File: config.mk
export PLATFORM = sky130hd
export DESIGN_NAME = fir_channel_scheduler_flat
export DESIGN_NICKNAME = d
export VERILOG_FILES = /design/src/rtl/fir_sched_pkg.sv /design/src/rtl/fir_channel_scheduler_if.sv /design/src/rtl/rr_arbiter.sv /design/src/rtl/fir_channel_scheduler.sv /design/src/flat_wrapper.sv
export SDC_FILE = /design/constraint.sdc
export NUM_CORES = 1
export LEC_CHECK = 0
export BUFFER_PORTS_ARGS = -buffer_cell sky130_fd_sc_hd__buf_2
export CAP_MARGIN = 30
export CELL_PAD_IN_SITES_DETAIL_PLACEMENT = 1
export CELL_PAD_IN_SITES_GLOBAL_PLACEMENT = 1
export CORE_ASPECT_RATIO = 1.5
export CORE_UTILIZATION = 30
export CTS_CLUSTER_DIAMETER = 60
export DETAILED_ROUTE_END_ITERATION = 10
export MAX_ROUTING_LAYER = met4
export PLACE_DENSITY_LB_ADDON = 0.1
export SYNTH_ARGS = -nofsm -noshare
export SYNTH_HDL_FRONTEND = slang
export SYNTH_HIERARCHICAL = 1
export SYNTH_SLANG_ARGS = --single-unit
File: constraint.sdc
create_clock -name clk_in -period 3.6 [get_ports clk_in]
set_input_delay 0.36 -clock clk_in [delete_from_list [all_inputs] [get_ports clk_in]]
set_output_delay 0.36 -clock clk_in [all_outputs]
set_load 0.02 [all_outputs]
File: src/rtl/fir_sched_pkg.sv
// Shared types and constants for the FIR channel scheduler.
package fir_sched_pkg;

    typedef enum logic [1:0] {
        IDLE  = 2'd0,
        ISSUE = 2'd1,
        WAIT  = 2'd2,
        EMIT  = 2'd3
    } sched_state_t;

    localparam int unsigned DEFAULT_WIDTH   = 8;
    localparam int unsigned DEFAULT_NUM_CH  = 4;
    localparam int unsigned DEFAULT_TIMEOUT = 64;

    // Channel index width; never narrower than one bit.
    function automatic int unsigned ch_w(input int unsigned num_ch);
        return (num_ch > 1) ? $clog2(num_ch) : 1;
    endfunction

endpackage

File: src/rtl/fir_channel_scheduler_if.sv
// Engine-side handshake plus tagged result stream of the scheduler.
interface fir_channel_scheduler_if #(
    parameter int unsigned WIDTH = 8,
    parameter int unsigned CH_W  = 2
);
    logic signed [WIDTH-1:0] eng_audio_out;
    logic [CH_W-1:0]         eng_ch_out;
    logic                    eng_valid_out;
    logic signed [WIDTH-1:0] eng_audio_in;
    logic                    eng_ready_in;
    logic signed [WIDTH-1:0] result_out;
    logic [CH_W-1:0]         result_ch_out;
    logic                    result_valid_out;

    // Scheduler side.
    modport master (
        output eng_audio_out, eng_ch_out, eng_valid_out,
        output result_out, result_ch_out, result_valid_out,
        input  eng_audio_in, eng_ready_in
    );

    // Engine and result consumer side.
    modport slave (
        input  eng_audio_out, eng_ch_out, eng_valid_out,
        input  result_out, result_ch_out, result_valid_out,
        output eng_audio_in, eng_ready_in
    );
endinterface

File: src/rtl/rr_arbiter.sv
// Combinational round-robin picker: first requester above last_grant, wrapping.
module rr_arbiter #(
    parameter int unsigned NUM_CH = 4,
    parameter int unsigned CH_W   = 2
) (
    input  logic [NUM_CH-1:0] pending,
    input  logic [CH_W-1:0]   last_grant,
    output logic [CH_W-1:0]   grant_idx,
    output logic              grant_any
);

    logic [CH_W-1:0] idx;

    // Scan NUM_CH positions starting just after the previous winner.
    always_comb begin
        grant_idx = '0;
        grant_any = 1'b0;
        idx       = '0;
        for (int unsigned i = 1; i <= NUM_CH; i++) begin
            idx = CH_W'((32'(last_grant) + i) % NUM_CH);
            if (!grant_any && pending[idx]) begin
                grant_any = 1'b1;
                grant_idx = idx;
            end
        end
    end

endmodule

File: src/rtl/fir_channel_scheduler.sv
// Time-multiplexes one FIR engine across NUM_CH channels, round-robin.
module fir_channel_scheduler
    import fir_sched_pkg::*;
#(
    parameter int unsigned WIDTH   = DEFAULT_WIDTH,
    parameter int unsigned NUM_CH  = DEFAULT_NUM_CH,
    parameter int unsigned TIMEOUT = DEFAULT_TIMEOUT
) (
    input  logic                    clk_in,
    input  logic                    rst_in,
    input  logic [NUM_CH*WIDTH-1:0] ch_audio_in,
    input  logic [NUM_CH-1:0]       ch_valid_in,
    input  logic                    clr_err_in,
    fir_channel_scheduler_if.master bus,
    output logic                    busy_out,
    output logic [NUM_CH-1:0]       overrun_out,
    output logic                    timeout_out
);

    localparam int unsigned CH_W  = ch_w(NUM_CH);
    localparam int unsigned TMR_W = $clog2(TIMEOUT);

    sched_state_t            state, state_nxt;
    logic [NUM_CH-1:0]       pending, pending_nxt, ov_evt;
    logic signed [WIDTH-1:0] sample [NUM_CH];
    logic [CH_W-1:0]         last_grant, grant, grant_idx;
    logic                    grant_any;
    logic [TMR_W-1:0]        timer;
    logic                    load_grant, do_issue, capture, expire;

    rr_arbiter #(
        .NUM_CH (NUM_CH),
        .CH_W   (CH_W)
    ) u_arb (
        .pending    (pending),
        .last_grant (last_grant),
        .grant_idx  (grant_idx),
        .grant_any  (grant_any)
    );

    // State register.
    always_ff @(posedge clk_in) begin
        if (!rst_in) state <= IDLE;
        else         state <= state_nxt;
    end

    // Next-state and per-state control strobes.
    always_comb begin
        state_nxt  = state;
        load_grant = 1'b0;
        do_issue   = 1'b0;
        capture    = 1'b0;
        expire     = 1'b0;
        unique case (state)
            IDLE: begin
                if (grant_any) begin
                    state_nxt  = ISSUE;
                    load_grant = 1'b1;
                end
            end
            ISSUE: begin
                state_nxt = WAIT;
                do_issue  = 1'b1;
            end
            WAIT: begin
                if (bus.eng_ready_in) begin
                    state_nxt = EMIT;
                    capture   = 1'b1;
                end else if (timer == TMR_W'(TIMEOUT - 1)) begin
                    state_nxt = IDLE;
                    expire    = 1'b1;
                end
            end
            EMIT:    state_nxt = IDLE;
            default: state_nxt = IDLE;
        endcase
    end

    // Pending bank update; a re-request during the granted channel's ISSUE is not an overrun.
    always_comb begin
        pending_nxt = pending;
        ov_evt      = '0;
        for (int c = 0; c < int'(NUM_CH); c++) begin
            if (do_issue && grant == CH_W'(c)) begin
                pending_nxt[c] = ch_valid_in[c];
            end else if (ch_valid_in[c]) begin
                pending_nxt[c] = 1'b1;
                ov_evt[c]      = pending[c];
            end
        end
    end

    // Datapath, timer, registered outputs and sticky error flags.
    always_ff @(posedge clk_in) begin
        if (!rst_in) begin
            pending              <= '0;
            last_grant           <= CH_W'(NUM_CH - 1);
            grant                <= '0;
            timer                <= '0;
            bus.eng_audio_out    <= '0;
            bus.eng_ch_out       <= '0;
            bus.eng_valid_out    <= 1'b0;
            bus.result_out       <= '0;
            bus.result_ch_out    <= '0;
            bus.result_valid_out <= 1'b0;
            busy_out             <= 1'b0;
            overrun_out          <= '0;
            timeout_out          <= 1'b0;
            for (int c = 0; c < int'(NUM_CH); c++) sample[c] <= '0;
        end else begin
            pending <= pending_nxt;
            for (int c = 0; c < int'(NUM_CH); c++) begin
                if (ch_valid_in[c]) sample[c] <= ch_audio_in[c*WIDTH +: WIDTH];
            end
            if (load_grant) begin
                grant             <= grant_idx;
                bus.eng_ch_out    <= grant_idx;
                bus.eng_audio_out <= sample[grant_idx];
            end
            bus.eng_valid_out <= load_grant;
            if (do_issue) begin
                last_grant <= grant;
                timer      <= '0;
            end else if (state == WAIT) begin
                timer <= timer + TMR_W'(1);
            end
            if (capture) begin
                bus.result_out    <= bus.eng_audio_in;
                bus.result_ch_out <= grant;
            end
            bus.result_valid_out <= capture;
            busy_out             <= (state_nxt != IDLE);
            overrun_out          <= (overrun_out & ~{NUM_CH{clr_err_in}}) | ov_evt;
            timeout_out          <= (timeout_out & ~clr_err_in) | expire;
        end
    end

endmodule

File: src/flat_wrapper.sv
// flat-port wrapper written by rule: the top's interface ports become plain ports
module fir_channel_scheduler_flat import fir_sched_pkg::*;
#(
    parameter int unsigned WIDTH   = DEFAULT_WIDTH,
    parameter int unsigned NUM_CH  = DEFAULT_NUM_CH,
    parameter int unsigned TIMEOUT = DEFAULT_TIMEOUT
)
  (clk_in, rst_in, ch_audio_in, ch_valid_in, clr_err_in, busy_out, overrun_out, timeout_out, bus_eng_audio_out, bus_eng_ch_out, bus_eng_valid_out, bus_result_out, bus_result_ch_out, bus_result_valid_out, bus_eng_audio_in, bus_eng_ready_in);
  fir_channel_scheduler_if #(.WIDTH(WIDTH), .CH_W((2))) bus_i ();
  input  logic clk_in;
  input  logic rst_in;
  input  logic [NUM_CH*WIDTH-1:0] ch_audio_in;
  input  logic [NUM_CH-1:0] ch_valid_in;
  input  logic clr_err_in;
  output logic busy_out;
  output logic [NUM_CH-1:0] overrun_out;
  output logic timeout_out;
  output wire logic [$bits(bus_i.eng_audio_out)-1:0] bus_eng_audio_out;
  output wire logic [$bits(bus_i.eng_ch_out)-1:0] bus_eng_ch_out;
  output wire logic [$bits(bus_i.eng_valid_out)-1:0] bus_eng_valid_out;
  output wire logic [$bits(bus_i.result_out)-1:0] bus_result_out;
  output wire logic [$bits(bus_i.result_ch_out)-1:0] bus_result_ch_out;
  output wire logic [$bits(bus_i.result_valid_out)-1:0] bus_result_valid_out;
  input wire logic [$bits(bus_i.eng_audio_in)-1:0] bus_eng_audio_in;
  input wire logic [$bits(bus_i.eng_ready_in)-1:0] bus_eng_ready_in;
  assign bus_eng_audio_out = bus_i.eng_audio_out;
  assign bus_eng_ch_out = bus_i.eng_ch_out;
  assign bus_eng_valid_out = bus_i.eng_valid_out;
  assign bus_result_out = bus_i.result_out;
  assign bus_result_ch_out = bus_i.result_ch_out;
  assign bus_result_valid_out = bus_i.result_valid_out;
  assign bus_i.eng_audio_in = bus_eng_audio_in;
  assign bus_i.eng_ready_in = bus_eng_ready_in;
  fir_channel_scheduler #(.WIDTH(WIDTH), .NUM_CH(NUM_CH), .TIMEOUT(TIMEOUT)) u_core (.clk_in(clk_in), .rst_in(rst_in), .ch_audio_in(ch_audio_in), .ch_valid_in(ch_valid_in), .clr_err_in(clr_err_in), .bus(bus_i), .busy_out(busy_out), .overrun_out(overrun_out), .timeout_out(timeout_out));
endmodule
# Word-level counts from Yosys, hierarchy flattened
# Memory sizes are Yosys's and may differ from the RTL's. A register that Yosys moved wholly into a read port is not among the register bits.
# Index checks and enable logic that the tools add are counted.
# totals
register_bits	34
ram_bits	32
input_bits	48
out_inout_bits	28
elab_cells	123
mem_count	1
# classes
add_sub_neg	5
magnitude_cmp	4
eq_ne	7
n_mux	61
n_bitwise	11
n_reduce_logical	19
# memory_table
memory	words	width	read_ports	rd_ports_with_merged_regs	write_ports	line_no	source
u_core.sample	4	8	1	1	4	fir_channel_scheduler.sv:25	logic signed [WIDTH-1:0] sample [NUM_CH];
# op_table
cell	count
1-bit 2-to-1 mux	45
8-bit 2-to-1 mux	4
2-bit 2-to-1 mux	7
2-bit by 3-bit < comparator with 1-bit output (second input constant)	4
2-bit nonzero test	5
1-bit binary-select mux with 2-bit select	4
2-bit equality test (second input constant)	4
2-bit one-hot mux with 4 select lines	1
1-bit logical AND	7
6-bit by 1-bit adder with 6-bit output (second input constant)	1
6-bit equality test (second input constant)	1
1-bit bitwise OR	5
2-bit by 1-bit adder with 2-bit output (second input constant)	2
2-bit adder (second input constant)	2
4-bit AND	1
2-bit by 1-bit equality test with 1-bit output (second input constant)	2
1-bit zero test	4
2-bit zero test	2
4-bit inverter	1
4-bit bitwise OR	1
1-bit inverter	2
2-bit OR reduction	1
1-bit AND	1

# Logic depth before layout (Yosys ltp)
# Gate-level depths: netlist of the first run.
# logic_depth
ltp_word	16
depth_mapped	6
mapped_depth_nobuf	5

# Hierarchy
# Netlist of the first run, hierarchy kept.
# modules_own_cells
mod	n_inst	cells_each	area_per_inst_um2	seq_area_each_um2
fir_channel_scheduler	1	250	3051.7	1801.7
rr_arbiter	1	14	91.3	0.0

# Worst setup path after synthesis of the first run
# No wires, ideal clock.
# synth_timing
path_kind	flip-flop to flip-flop
startpoint	register u_core.last_grant[1]
endpoint	register u_core.bus.eng_audio_out[0], read port of u_core.sample
setup_time_ns	0.117
arrival_time_ns	1.628
required_ns	3.483
setup_slack_ns	1.854
stages_incl_launch_ff	7
path_buffers	1
synth_period_minus_slack_ns	1.746
path_cell_list	dfxtp_1 > nand2b_1 > a21oi_2 > o221ai_2 > buf_2 > mux4_2 > o2bb2ai_1
# synth_via
elab_cells_between_ends	28
classes_between	4 x add/sub; 18 x mux; 6 x reduce/logical
# synth_rtl
item	line_no	source
start: declaration	fir_channel_scheduler.sv:26	logic [CH_W-1:0] last_grant, grant, grant_idx;
start signal: assignment	fir_channel_scheduler.sv:97	last_grant <= CH_W'(NUM_CH - 1);
start signal: assignment	fir_channel_scheduler.sv:122	last_grant <= grant;
2-bit by 1-bit adder with 2-bit output	rr_arbiter.sv:20	idx = CH_W'((32'(last_grant) + i) % NUM_CH);
1-bit binary-select mux with 2-bit select	rr_arbiter.sv:21	if (!grant_any && pending[idx]) begin
1-bit 2-to-1 mux (not written as such)	rr_arbiter.sv:21	
1-bit 2-to-1 mux	rr_arbiter.sv:21	
1-bit zero test	rr_arbiter.sv:21	
1-bit logical AND	rr_arbiter.sv:21	
1-bit 2-to-1 mux	rr_arbiter.sv:21	
1-bit zero test	rr_arbiter.sv:21	
1-bit logical AND	rr_arbiter.sv:21	
1-bit 2-to-1 mux	rr_arbiter.sv:21	
1-bit zero test	rr_arbiter.sv:21	
1-bit logical AND	rr_arbiter.sv:21	
2-bit 2-to-1 mux *	rr_arbiter.sv:21	
named net u_core.grant_idx[0]	fir_channel_scheduler.sv:26	
end: declaration	fir_channel_scheduler_if.sv:17	output eng_audio_out, eng_ch_out, eng_valid_out,
# Mark *: on every way through the listed nets, which the timed path passes. The rest lies on a longest branch. The select of a mux whose other input is x is not followed.
# A chain may end at the register's enable or synchronous reset.

# Worst setup path in the final report of the first run
# layout_timing
startpoint	register u_core.pending[3]
endpoint	register u_core.bus.eng_audio_out[6], read port of u_core.sample
# layout_via
elab_cells_between_ends	24
classes_between	18 x mux; 6 x reduce/logical
# layout_rtl
item	line_no	source
start: declaration	fir_channel_scheduler.sv:24	logic [NUM_CH-1:0] pending, pending_nxt, ov_evt;
start signal: assignment	fir_channel_scheduler.sv:111	pending <= pending_nxt;
1-bit binary-select mux with 2-bit select	rr_arbiter.sv:21	
1-bit 2-to-1 mux (not written as such)	rr_arbiter.sv:21	
1-bit 2-to-1 mux	rr_arbiter.sv:21	
1-bit zero test	rr_arbiter.sv:21	
1-bit logical AND	rr_arbiter.sv:21	
1-bit 2-to-1 mux	rr_arbiter.sv:21	
1-bit zero test	rr_arbiter.sv:21	
1-bit logical AND	rr_arbiter.sv:21	
1-bit 2-to-1 mux	rr_arbiter.sv:21	
1-bit zero test	rr_arbiter.sv:21	
1-bit logical AND	rr_arbiter.sv:21	
2-bit 2-to-1 mux *	rr_arbiter.sv:21	
named net u_core.grant_idx[0]	fir_channel_scheduler.sv:26	
# Marks and branches as above.

==> impl_metrics.yaml, run 1 <==
placed_design:
  place_congestion: 0.7649
  dp_slack_ns: 1.413
  io_buffers: 75
  dp_hpwl_mm: 6.042
sta:
  max_slew_margin_pct: 46.54
  slew_violations: 0
  skew_ns: 0.004099
  fmax_mhz: 467.2
  hold_violations: 0
  setup_slack_ns: 1.460
  fin_crit_ns: 2.140
  whs_ns: 0.2888
  fin_crit_sh_pct: 59.46
  setup_violations: 0
  tns_ns: 0
  rsz0062_at_grt: "no"
  tightest_slew_ns: 0.8019
drt:
  drt_first_iter_violations: 97
  drc: 0
  wl_per_cell_um: 18.12
  dr_total_vias: 2277
  viasPerCell: 4.982
  routed_wl_mm: 8.282
  antenna_left: 0
  firstDrtPassIters: 4
worst_hold_path:
  hold_start: "bus_eng_audio_in[7]"
  hp-class: "primary input to flip-flop"
yosys:
  netlist_instances: 264
  ys_seq_area_share_pct: 57.32
  synth-seq-cells: 74
  ys_types: 40
  yosys_warnings: 6
  avgSynthCellArea_sq_um: 11.91
  syn-num-nets: 313
  syn-cell-area_sq_um: 3143
worst_setup_path:
  cp.arrival_ns: 2.36
  reg2reg_from: "u_core/pending[3]"
  reg2regPathDepth: 5
  crit_end: "u_core/bus.eng_audio_out[6]"
  cp.required_ns: 3.82
  r2r_end: "u_core/bus.eng_audio_out[6]"
  crit_type: "flip-flop to flip-flop"
  start_kind: "flip-flop"
  startpoint: "u_core/pending[3]"
  crit_fanout: 9
  reg2reg_slack_ns: 1.46
  crit_path_end_kind: "flip-flop"
clock_tree:
  cts.sinks: 74
  clock_latency_ns: 0.33
  ctsRootBufferMaster: "clkbuf_16"
  cts_tree: "done"
  cts_max_level: 3
  cts_setup_buffers: 0
  ctsResizeCount: 0
  path_clk_slew_ns: 0.06
  clockBufferDepth: 2
  ctsHoldBuffers: 0
  cts_made_buffers: 9
grt:
  overflow: 0
  grt_pass1_wl_mm: 13.03
  grt_pass1_vias: 2442
  antenna_found_initial: 0
  grt_max_degree: 35
  grt_usage_pct: 16.87
finish:
  final_cell_mix: "buf_2 (75), dfxtp_1 (42), and3_1 (33)"
  area_growth_pct: 22.77
  fillers: 1138
  multi_input_area_sq_um: 1231
  seq_area_sq_um: 1802
  antenna_cells: 0
  final_common_cell: "buf_2"
  layout.nets: 384
  drive_gt1_share_pct: 31.76
die:
  core_area_sq_um: 10130
  die_x_um: 85.58
  placement_rows: 45
  die_h_um: 127.4
  start_util_pct: 31.01
  dieArea_sq_um: 10900
  io_pins: 76
power_and_ir_drop:
  power_density_nw_per_um2: 543.1
  ir_drop_mv: 0.2808
  p_leak_uw: 0.001713
run:
  maxCapViolCount: 0
run_status:
  status: "finished clean"
[report_power, final]
group | switching, uW | internal [uW]
clock | 323 | 461
combinational | 167 | 141
sequential | 55.6 | 948
[synth_stat cells (all sizes together)]
master	number	share of area, %
dfxtp	42	27
and3	33	6.6
edfxtp	32	31
nand2	26	3.1
clkbuf	13	1.6
nand3	12	1.9
a21boi	10	2.4
a21oi	9	1.6
nand2b	9	2.3
mux4	8	5.7
o2bb2ai	8	2.2
buf	7	1.6
nor2b	7	1.4
mux2i	5	1.6
o21a	5	1.2
o21ai	5	0.80
nand3b	4	1.4
nor2	4	0.48
a32o	3	0.96
inv	3	0.36
nand4b	3	1.3
or3	3	0.60
and2	2	0.40
and2b	2	0.52
a31oi	1	0.20
ha	1	0.40
nor3b	1	0.40
o21bai	1	0.24
o221ai	1	0.48
o31a	1	0.28
o32ai	1	0.28
xnor2	1	0.28
xor2	1	0.28
[worst min-delay path by stage]
stage	cells past startpoint	end
6_report	3	u_core/bus.result_out[7]
5_1_grt	3	u_core/bus.result_out[2]
4_1_cts	3	u_core/bus.result_out[4]
3_5_place_dp	2	u_core/overrun_out[3]
3_3_place_gp	2	u_core/bus.eng_audio_out[3]
2_1_floorplan	2	u_core/timer[5]
[flip-flops by register name, summed over array words and instances (netlist names), 4 cells and up]
name and cells:
u_core/sample 32, u_core/bus.eng_audio_out 8, u_core/timer 6, u_core/pending 4, u_core/bus.result_out 8, u_core/overrun_out 4
[final cells by class]
class / count / share of cell area (%)
flip-flops and latches: 74 / 46.69
multi-input cells: 167 / 31.91
repair buffers: 80 / 10.70
clock buffers: 12 / 6.128
well taps: 117 / 3.794
clock inverters: 4 / 0.4864
inverters: 3 / 0.2918
[kinds of logic after synthesis]
kind of cell,Yosys count,synth area share (%)
AO/OA/AOI/OAI,45,10.59
XOR/XNOR,2,0.5574
adder cells (fa/ha/maj),1,0.3980
buffers and inverters,23,3.503
flip-flops,74,57.32
multiplexers,13,7.325
AND/OR/NAND/NOR,106,20.30
[metal layers]
metal | track usage [%] | up-vias | part of all wire, %
met1 | 18.31 | 1117 | 40
met2 | 29.74 | 47 | 54
met3 | 4.199 | 7 | 3.9
met4 | 5.882 | 0 | 1.5
met5 | - | - | 0
li1 | - | 1106 | -
[metrics by stage]
step           instance area (sq um)  util (%)  power, uW  cells
2_1_floorplan                   3143         -       1222    264
3_3_place_gp                    3596     35.48       1331    440
3_5_place_dp                    3603     35.56       1337    441
4_1_cts                         3859     38.07       2130    457
5_1_grt                         3859     38.07       2190    457
6_report                        3859     38.07       2096    457
[critical path, stage by stage (launching register included)]
cell and delay, ns:
dfxtp_1 0.42, and2b_1 0.20, a21oi_2 0.05, o221ai_2 0.62, mux4_2 0.59, o2bb2ai_1 0.14
Power figures use the tool's default switching activity.
==> run 2, diff against run 1 <==
Clock period 3.6 ns to 1.8 ns, I/O delays scaled along.
==> run 2 against run 1 <==
Effect of this change: flip-flop and latch count did not move; combinational power rose by 110%; utilization rose by 1.0 points; sequential share of layout area fell by 1.1 points; largest cell class unchanged; fmax rose by 23%; critical endpoint is now u_core/bus.eng_audio_out[3].
==> impl_metrics.yaml, run 2 (synthesis gave the netlist of run 1 again) <==
clock_tree:
  clockBufferDepth: 2
  clock_latency_ns: 0.33
  cts_tree: "done"
  cts.sinks: 74
  cts_made_buffers: 9
  path_clk_slew_ns: 0.06
  cts_max_level: 3
  ctsRootBufferMaster: "clkbuf_16"
  ctsHoldBuffers: 0
power_and_ir_drop:
  ir_drop_mv: 0.5356
  design_power_total_uw: 4419
  p_leak_uw: 0.001758
  power_density_nw_per_um2: 1116
sta:
  rsz0062_at_grt: "yes"
  setup_violations: 0
  fin_crit_sh_pct: 96.58
  tns_ns: 0
  setup_slack_ns: 0.06158
  hold_violations: 0
  max_slew_margin_pct: 64.34
  fin_crit_ns: 1.738
  fmax_mhz: 575.2
  slew_violations: 0
  tightest_slew_ns: 0.5342
  skew_ns: 0.006170
finish:
  top_regs: "u_core/sample x32, u_core/bus.eng_audio_out x8, u_core/bus.result_out x8"
  largest_reg_flops: 32
  drive_gt1_share_pct: 34.39
  layout.nets: 390
  antenna_cells: 0
  area_growth_pct: 26.04
  final_cell_mix: "buf_2 (75), dfxtp_1 (39), and3_1 (33)"
  final_common_cell: "buf_2"
  largest-register: "u_core/sample"
worst_hold_path:
  hp-class: "primary input to flip-flop"
  hold_start: "bus_eng_audio_in[7]"
  hold_depth: 3
  worstHoldEndpoint: "u_core/bus.result_out[7]"
drt:
  drt_first_iter_violations: 96
  wl_per_cell_um: 18.05
  dr_total_vias: 2329
  viasPerCell: 5.030
  firstDrtPassIters: 4
  routed_wl_mm: 8.356
  antenna_left: 0
  drc: 0
worst_setup_path:
  cp.arrival_ns: 1.96
  r2r_end: "u_core/bus.eng_audio_out[3]"
  crit_fanout: 9
  reg2regPathDepth: 6
  startpoint: "u_core/pending[2]"
  reg2reg_slack_ns: 0.06
  crit_path_end_kind: "flip-flop"
  cp.required_ns: 2.02
  start_kind: "flip-flop"
  crit_type: "flip-flop to flip-flop"
  reg2reg_from: "u_core/pending[2]"
die:
  io_pins: 76
  start_util_pct: 31.01
  die_h_um: 127.4
  die_x_um: 85.58
  core_area_sq_um: 10130
  placement_rows: 45
  dieArea_sq_um: 10900
grt:
  antenna_found_initial: 0
  grt_pass1_vias: 2361
  grt_pass1_wl_mm: 13.04
  overflow: 0
  grt_usage_pct: 16.89
  grt_max_degree: 20
placed_design:
  dp_slack_ns: 0.01633
  io_buffers: 75
  dp_hpwl_mm: 6.059
  place_congestion: 0.8059
run:
  maxCapViolCount: 0
run_status:
  status: "finished clean"
==> run 2: what timing repair did <==
item / 4_1_cts / 5_1_grt
gates resized for setup: 0 / 3
endpoints found under the setup margin: 0 / 8
buffers inserted: 0 / 0
endpoints found under the hold margin: 0 / 0
==> run 2: stage by stage <==
| stage | instance area [sq um] | hold slack (ns) | cells | utilization, % |
|---|---|---|---|---|
| final | 3961 | 0.1075 | 463 | 39.09 |
| after global routing | 3961 | 0.1188 | 463 | 39.09 |
| after CTS | 3958 | 0.09735 | 463 | 39.05 |
| after detailed placement | 3661 | 0.4507 | 447 | 36.12 |
| after global placement | 3661 | 0.4445 | 447 | 36.12 |
| after floorplan | 3143 | 0.3185 | 264 | - |
==> run 2: metal layers <==
layer | vias up | routed length (um) | global-route usage [%]
met4 | 0 | 139 | 6.765
li1 | 1121 | - | -
met3 | 9 | 308 | 3.941
met2 | 50 | 4555 | 28.42
met1 | 1149 | 3353 | 19.30
met5 | - | 0 | -
==> run 2: worst max path at each step <==
stage,cells past startpoint,end,slack [ns]
floorplan,6,u_core/bus.eng_audio_out[0],0.05
global placement,6,u_core/bus.eng_audio_out[2],0.05
detailed placement,6,u_core/bus.eng_audio_out[3],0.02
CTS,6,u_core/bus.eng_audio_out[3],0.006
global route,6,u_core/bus.eng_audio_out[0],-0.02
finish,6,u_core/bus.eng_audio_out[3],0.06
==> run 2: power breakdown <==
part	internal, uW	total (uW)	switching, uW
combinational	307	648	340
sequential	1900	2010	111
clock	1100	1760	661
total	3310	4420	1110
==> run 2: critical path, cell delays in order, from the launching register on <==
cell and delay [ns]:
dfxtp_2 0.33, and2b_1 0.23, a21oi_2 0.04, o221ai_2 0.21, buf_12 0.18, mux4_2 0.51
o2bb2ai_1 0.13
==> run 2: layout make-up <==
type	instances	area [sq um]
clock buffer	11	242.7
clock inverter	5	53.80
fill	1124	6173
inverter	3	11.26
multi-input combinational	167	1231
sequential	74	1805
tap	117	146.4
timing repair buffer	86	470.5
==> run 3, diff against run 2 <==
Settings changed: CORE_ASPECT_RATIO 1.5 to not set.
==> run 3 against run 2 <==
Effect of this change: critical path depth did not move; clock skew increased by 0.0029 ns; clock-buffer cell count down 2; critical endpoint is now u_core/bus.eng_audio_out[7]; via count decreased by 2.0%.
==> impl_metrics.yaml, run 3 (synthesis gave the netlist of run 1 again) <==
die:
  io_pins: 76
  core_area_sq_um: 9955
  start_util_pct: 31.57
  placement_rows: 36
  die_h_um: 104.4
  dieArea_sq_um: 10890
  die_x_um: 104.4
sta:
  whs_ns: 0.08793
  tightest_slew_ns: 0.5638
  slew_violations: 0
  skew_ns: 0.009096
  max_slew_margin_pct: 62.36
  setup_violations: 0
  fin_crit_sh_pct: 96.44
  fin_crit_ns: 1.736
  fmax_mhz: 576.1
  hold_violations: 0
  rsz0062_at_grt: "yes"
clock_tree:
  cts_setup_buffers: 0
  cts_max_level: 3
  cts_tree: "done"
  ctsRootBufferMaster: "clkbuf_8"
  clock_latency_ns: 0.35
  cts_made_buffers: 9
  clockBufferDepth: 2
  cts.sinks: 74
  path_clk_slew_ns: 0.08
drt:
  drc: 0
  drt_first_iter_violations: 51
  wl_per_cell_um: 16.89
  viasPerCell: 4.806
  routed_wl_mm: 8.023
  antenna_left: 0
  firstDrtPassIters: 3
  dr_total_vias: 2283
placed_design:
  place_congestion: 0.8136
  place_area_sq_um: 3664
  io_buffers: 75
  dpl.cell_count: 459
  dp_hpwl_mm: 5.942
worst_setup_path:
  path_cells: "and2b_1 > a21oi_2 > o221ai_2 > buf_12 > mux4_2 > o2bb2ai_1"
  crit_path_end_kind: "flip-flop"
  crit_type: "flip-flop to flip-flop"
  cp_slowest_cell: "mux4_2"
  slowest_delay_ns: 0.50
  cp.required_ns: 2.04
  cp.arrival_ns: 1.97
  start_kind: "flip-flop"
  crit_fanout: 9
grt:
  overflow: 0
  grt_pass1_vias: 2399
  grt_max_degree: 26
  antenna_found_initial: 0
  grt_pass1_wl_mm: 12.83
  grt_usage_pct: 16.14
power_and_ir_drop:
  ir_drop_mv: 0.3124
  p_int_uw: 2692
  switching_share_pct: 28.79
  power_density_nw_per_um2: 985.3
  p_leak_uw: 0.001695
  pwr-share-clk_pct: 30.4
  power_switching_uw: 1089
  combinationalPowerShare_pct: 16.7
  power_frac_seq_pct: 52.9
  design_power_total_uw: 3781
finish:
  top_regs: "u_core/sample x32, u_core/bus.eng_audio_out x8, u_core/bus.result_out x8"
  antenna_cells: 0
  largest-register: "u_core/sample"
  final_cell_mix: "buf_2 (75), dfxtp_1 (40), and3_1 (33)"
  layout.nets: 386
  drive_gt1_share_pct: 33.63
  final_area_sq_um: 3837
  largest_reg_flops: 32
  final_common_cell: "buf_2"
  area_growth_pct: 22.09
  stdcell_count: 475
run:
  maxCapViolCount: 0
worst_hold_path:
  hp-class: "primary input to flip-flop"
run_status:
  status: "finished clean"
[run 3: cell types whose count changed in the layout (fill, tap and decap cells not counted), sizes merged]
cell,delta
buf,-4
bufinv,-1
clkbuf,-2
clkinv,+4
clkinvlp,-2
inv,+1
[run 3: cell type report]
cell class | count | area (sq um)
repair buffers | 82 | 452.9
inverters | 3 | 11.26
fillers | 1104 | 6117
well taps | 133 | 166.4
flip-flops and latches | 74 | 1807
clock inverters | 7 | 45.04
multi-input cells | 167 | 1231
clock buffers | 9 | 123.9
[run 3: repair_timing]
| item | in CTS | in global routing |
|---|---|---|
| resized for setup | 0 | 3 |
| hold buffers | 0 | 0 |
| setup endpoints to repair | 0 | 8 |
[run 3: stage by stage]
stage / TNS (ns) / setup slack, ns / utilization [%]
floorplan: 0 / 0.05443 / -
global placement: 0 / 0.04968 / 36.80
detailed placement: 0 / 0.02318 / 36.80
CTS: 0 / 0.005728 / 38.50
global route: -0.2017 / -0.03204 / 38.55
finish: 0 / 0.06411 / 38.55
[run 3: worst paths after layout]
kind / from / end / slack, ns / cells after the start
setup / recovery: u_core/pending[2] / u_core/bus.eng_audio_out[7] / 0.06 / 6
hold / removal: bus_eng_audio_in[7] / u_core/bus.result_out[7] / 0.09 / 3
setup reg to reg: u_core/pending[2] / u_core/bus.eng_audio_out[7] / 0.06 / 6
hold reg to reg: u_core/bus.eng_audio_out[2] / u_core/bus.eng_audio_out[2] / 0.46 / 2
[run 3: power by group through the flow]
stage | sequential (uW) | clock [uW] | combinational [uW]
floorplan | 2050 | 0 | 391
global placement | 2030 | 0 | 635
detailed placement | 2040 | 0 | 643
CTS | 2000 | 1190 | 644
global route | 2020 | 1270 | 694
finish | 2000 | 1150 | 632
[run 3: critical path: cells and delay by family (launching register included)]
kind                   cells  cell delay, ns
AOI/OAI and AO/OA          3            0.38
buffers and inverters      1            0.18
DFF                        1            0.34
muxes                      1            0.50
and+or+nand+nor            1            0.22
[run 3: per-layer routing]
layer | GRT usage [%] | wire length [um] | part of all wire, % | vias up
met4 | 6.429 | 123 | 1.5 | 0
met1 | 20.25 | 3784 | 47 | 1113
met3 | 3.070 | 233 | 2.9 | 12
li1 | - | - | - | 1113
met5 | - | 0 | 0 | -
met2 | 25.59 | 3882 | 48 | 45
